### src/rtl/sr_reg_bank.sv
// rtl/sr_reg_bank.sv - bank of WIDTH independent SR flops with selectable s=r=1 resolution
// Tracks per-channel change pulses and a saturating count of conflicting (s=r=1) cycles.
module sr_reg_bank #(
    parameter int unsigned      WIDTH = 8,
    parameter int unsigned      CNT_W = 8,
    parameter logic [WIDTH-1:0] INIT  = {WIDTH{1'b0}}
) (
    input  logic             clk,
    input  logic             rst,
    input  logic [WIDTH-1:0] s,
    input  logic [WIDTH-1:0] r,
    input  logic             en,
    input  logic             mode_wr,
    input  logic [1:0]       mode_in,
    input  logic             cnt_clr,
    output logic [WIDTH-1:0] q,
    output logic [WIDTH-1:0] qbar,
    output logic [WIDTH-1:0] changed,
    output logic             conflict,
    output logic [CNT_W-1:0] conflict_cnt,
    output logic [1:0]       mode
);

    localparam logic [1:0] MODE_HOLD   = 2'b00;
    localparam logic [1:0] MODE_TOGGLE = 2'b01;
    localparam logic [1:0] MODE_SET    = 2'b10;
    localparam logic [1:0] MODE_RESET  = 2'b11;

    localparam logic [CNT_W-1:0] CNT_MAX = {CNT_W{1'b1}};

    logic [WIDTH-1:0] q_next;
    logic             conflict_hit;

    // Resolution uses the registered mode, so a same-edge mode write affects only later edges.
    always_comb begin
        q_next = q;
        for (int i = 0; i < int'(WIDTH); i++) begin
            case ({s[i], r[i]})
                2'b01:   q_next[i] = 1'b0;
                2'b10:   q_next[i] = 1'b1;
                2'b11: begin
                    case (mode)
                        MODE_HOLD:   q_next[i] = q[i];
                        MODE_TOGGLE: q_next[i] = ~q[i];
                        MODE_SET:    q_next[i] = 1'b1;
                        MODE_RESET:  q_next[i] = 1'b0;
                        default:     q_next[i] = q[i];
                    endcase
                end
                default: q_next[i] = q[i];
            endcase
        end
    end

    assign conflict_hit = en && (|(s & r));

    always_ff @(posedge clk) begin
        if (rst) begin
            q            <= INIT;
            qbar         <= ~INIT;
            changed      <= '0;
            conflict     <= 1'b0;
            conflict_cnt <= '0;
            mode         <= MODE_HOLD;
        end else begin
            if (en) begin
                q       <= q_next;
                qbar    <= ~q_next;
                changed <= q_next ^ q;
            end else begin
                changed <= '0;
            end

            conflict <= conflict_hit;

            if (cnt_clr) begin
                conflict_cnt <= '0;
            end else if (conflict_hit && (conflict_cnt != CNT_MAX)) begin
                conflict_cnt <= conflict_cnt + 1'b1;
            end

            if (mode_wr) begin
                mode <= mode_in;
            end
        end
    end

endmodule

### config.mk
export PLATFORM = sky130hd
export DESIGN_NAME = sr_reg_bank
export DESIGN_NICKNAME = d
export VERILOG_FILES = /design/src/rtl/sr_reg_bank.sv
export SDC_FILE = /design/constraint.sdc
export NUM_CORES = 1
export LEC_CHECK = 0
export ABC_AREA = 0
export BUFFER_PORTS_ARGS = -buffer_cell sky130_fd_sc_hd__buf_2
export CORE_ASPECT_RATIO = 1.75
export CORE_MARGIN = 8
export CORE_UTILIZATION = 40
export CTS_BUF_LIST = sky130_fd_sc_hd__clkbuf_4
export DETAILED_ROUTE_END_ITERATION = 10
export PLACE_DENSITY = 0.71
export SLEW_MARGIN = 20
export SYNTH_ARGS = -nofsm -noshare
export SYNTH_HDL_FRONTEND = slang
export SYNTH_SLANG_ARGS = --single-unit
### constraint.sdc
create_clock -name clk -period 4.27 [get_ports clk]
set_clock_uncertainty 0.2 [all_clocks]
set_input_delay 0.6405 -clock clk [delete_from_list [all_inputs] [get_ports clk]]
set_output_delay 0.6405 -clock clk [all_outputs]
set_load 0.01 [all_outputs]
* After elaboration in Yosys (flattened, before gate mapping)
Index checks and enable logic that the tools add are counted.
Storage, ports and cells: input bits 23, flip-flop bits (word level) 35
Operators by class: reduce and logical (&&, ||, !) cells 6, equal/unequal tests 28, bitwise gates (word level) 12, add/subtract/negate cells 1, muxes and demuxes 16
Operators with widths (number):
- == test 2 bit, second input constant | 18
- case mux 1 bit (4 select lines) | 8
- case mux 1 bit (3 select lines) | 8
- == test 2 x 1 -> 1 bit, second input constant | 9
- NOT 1 bit | 9
- adder 8 x 1 -> 8 bit, second input constant | 1
- bitwise AND 8 bit | 1
- != test 8 bit, second input constant | 1
- NOT 8 bit | 1
- OR reduction 8 bit | 1
- bitwise XOR 8 bit | 1
- OR reduction 2 bit | 2
- logical AND 1 bit | 2
- zero test 2 bit | 1

* Longest topological paths before layout
depth in word-level cells 4, depth in mapped cells 5

* Least setup slack after synthesis
Ideal clock, no wire load.
kind input-to-reg, start point in s[4], end point reg conflict_cnt[4], buffers on the path 0, required time 4000 ps, setup slack 2466 ps, stages on the path 4, arrival 1534 ps, library setup time 70 ps, cell sequence a22oi_1 -> and4_4 -> or4_1 -> a21oi_1
On the way: longest elaborated chain between the ends 4
RTL lines:
- from (decl) | line 10 | input logic [WIDTH-1:0] s,
- bitwise AND 8 bit | line 55 | assign conflict_hit = en && (|(s & r));
- OR reduction 8 bit | line 55
- logical AND 1 bit | line 55
- logical AND 1 bit | line 78 | end else if (conflict_hit && (conflict_cnt != CNT_MAX)) begin
- to (signal assigned) | line 79 | conflict_cnt <= conflict_cnt + 1'b1;
- to (decl) | line 20 | output logic [CNT_W-1:0] conflict_cnt,
No other way between the ends. A chain may end at the register's enable or synchronous reset.

* Final worst setup path
start point reg mode[0], end point out mode[0]
RTL lines:
- from (decl) | line 21 | output logic [1:0] mode
- from (signal assigned) | line 83 | mode <= mode_in;
No word-level cell between the ends.

==> flow_summary.toml <==
[timing]
hold_viol_final = 0
worstMarginPinSlew_ps = 815
fin_crit_sh_pct = 53.8
finalSetupViolCount = 0
rsz0062_at_grt = "false"
min_period_ps = 2300
fin_setup_tns_ps = 0
maxSlewHeadroom_pct = 45.6
clock.fmax_mhz = 435
drv_slew = 0

[logic_synthesis]
avgSynthCellArea_um2 = 8.59
syn_nets = 219
yosys.area.top_type = "dfxtp_1"
synth.top_cells.by_count = "dfxtp_1 (35), o21ai_0 (27), inv_1 (17)"
synthFlopType = "dfxtp_1"
synth-seq-area-share_pct = 41.9
async_flop_share_pct = 0
synth_mux_area_share_pct = 1.20
ys_ff_latch = 35
synth_top_family_by_area = "compound AO/OA/AOI/OAI gates"
syn_inst = 195
synthAdderAreaFrac_pct = 0.747
synth_simple_gate_area_share_pct = 14.2
synth_edf_count = 0
ys_warn_count = 0
ys_types = 33
synth.most_common_cell = "dfxtp_1"
synth_top_area_share_pct = 41.9
synth_compound_area_share_pct = 30.8
synth_xor_area_share_pct = 4.19
synth_top_cells_by_area = "dfxtp_1 (42%), o21ai_0 (8.1%), o31ai_1 (5.8%)"
synthesis.area_um2 = 1670

[pwr]
p_leak_nw = 0.856
powerDensity_nw_per_um2 = 314
fin_total_pwr_mw = 0.633
ir_drop_mv = 0.206

[setup_path]
r2r-start = "mode[0]"
worst_ep_arrival_time_ps = 1460
cp.required_ps = 3430
critPathSlowestCell = "dfxtp_1"
crit_path_end_kind = "output port"
worstSetupPathType = "flop to output port"
cp_num_buf_inv = 1
ff2ff_setup_slack_ps = 2450
crit_family = "flip-flops"
cpPeakStageDelay_ps = 860
critical_path.cell_chain = "buf_2"
reg2regPathDepth = 3
path_max_fanout = 18
rr_endpoint = "qbar[2]"
cp-start-kind = "flop"

[drt]
antenna_left = 0
via_per_inst = 5.76
wire_per_inst_um = 16.4
drtIter0Drc = 69
drt_pass1_iterations = 4
num_vias = 1705
wl_mm = 4.85
drc = 0

[clocking]
cts_sinks = 35
clk_latency_ps = 330
cts_tree = "yes"
clk_pin_slew_ps = 90
cts.repair.resized = 0
hold_buffers = 0
cts_made_buffers = 5
clockRootBuffer = "clkbuf_4"
clk_path_buf_depth = 2
post_cts_buffers = 0
htreeDepth = 2

[global_route]
grt_max_degree = 23
grt_usage_pct = 15.3
grt_pass1_vias = 1829
grt_pass1_wl_mm = 8.12
grt_overflow = 0
antenna_found_initial = 0

[finish]
antenna-diode-count = 0
nets = 272
area_delta_synth_final_pct = 20.4
drive_above_1_share_pct = 26.3
multi_input_area_um2 = 856
seqCellArea_um2 = 701
fillCellCount = 435

[flow_run]
cap_violations = 0

[floorplanning]
die_width_um = 64.9
start_util_pct = 41.1
die-area_um2 = 6590
die_y_um = 102
num_io_pins = 58
rows = 31
coreArea_um2 = 4070

[placement]
dp_hpwl_mm = 3.67
port_buffers = 57
place.gp.congestion = 0.776

[outcome]
status = "completed"

[hold_path]
hp-start = "qbar[5]"
whs_path_depth = 1
hp-class = "flop to flop"
min_to = "qbar[5]"
[final cells by class]
cell class	instances	area share [%]
sequential	35	34.8
multi-input combinational	131	42.5
tap	49	3.04
inverter	18	3.35
timing repair buffer	57	14.2
clock buffer	6	2.23
[worst max-delay path by stage]
stage	cells after the start	slack [ps]	to	start
floorplan	4	2470	conflict_cnt[4]	s[4]
global placement	5	1800	changed[5]	en
detailed placement	5	1740	changed[5]	en
CTS	1	1970	mode[0]	mode[0]
global route	5	1870	changed[4]	en
finish	1	1970	mode[0]	mode[0]
[layer usage]
| layer | share of wire, % | track usage, % |
|---|---|---|
| met5 | 0 | 0 |
| met2 | 54 | 29.0 |
| met1 | 37 | 13.6 |
| met3 | 6.6 | 5.32 |
| met4 | 2.6 | 7.77 |
[per-stage QoR]
step	hold WS [ps]	instances	util, %	instance area (um^2)	setup WS, ps
global route	319	296	49.5	2020	1870
floorplan	321	195	-	1670	2470
finish	302	296	49.5	2020	1970
CTS	309	296	49.5	2020	1970
global placement	284	290	48.4	1970	1800
detailed placement	286	290	48.4	1970	1740
[placed cells by master (no fill, tap or decap)]
| master | netlist | routed |
|---|---|---|
| o21ai_0 | 27 | 27 |
| o21ai_1 | 2 | 2 |
| or4_1 | 3 | 3 |
| o31ai_1 | 13 | 13 |
| mux2i_1 | 2 | 2 |
| a22oi_1 | 4 | 4 |
| nand3_1 | 1 | 1 |
| xnor2_1 | 8 | 8 |
| o2111ai_1 | 8 | 8 |
| nor2b_1 | 1 | 1 |
| a41oi_1 | 1 | 1 |
| or3_1 | 2 | 2 |
| buf_2 | 3 | 57 |
| dfxtp_1 | 35 | 35 |
| and4_1 | 2 | 2 |
| or2_2 | 1 | 1 |
| ha_1 | 1 | 1 |
| a21oi_1 | 14 | 14 |
| clkbuf_4 | 0 | 6 |
| inv_1 | 17 | 17 |
| a221o_1 | 8 | 8 |
| clkinv_1 | 1 | 1 |
| and4_4 | 1 | 1 |
| nor2_1 | 15 | 15 |
| nand3b_1 | 9 | 9 |
| a31oi_1 | 1 | 1 |
| o211ai_1 | 1 | 1 |
| nand4_1 | 3 | 3 |
| nand2_1 | 2 | 2 |
| nand2b_1 | 1 | 1 |
[where the power goes]
group	switching (mW)	internal, mW
clock network	0.0985	0.0649
registers	0.0182	0.343
logic	0.0618	0.0459
total	0.179	0.454
[logic make-up (layout without fill, tap and decap cells)]
| group | count (synthesis) | count (layout) |
|---|---|---|
| buffers and inverters | 29 | 81 |
| xor gates and xnor gates | 8 | 8 |
| DFF | 35 | 35 |
| muxes | 2 | 2 |
| and+or+nand+nor | 41 | 41 |
| AOI/OAI and AO/OA | 79 | 79 |
| adders and majority gates | 1 | 1 |
Power figures use the tool's default switching activity.
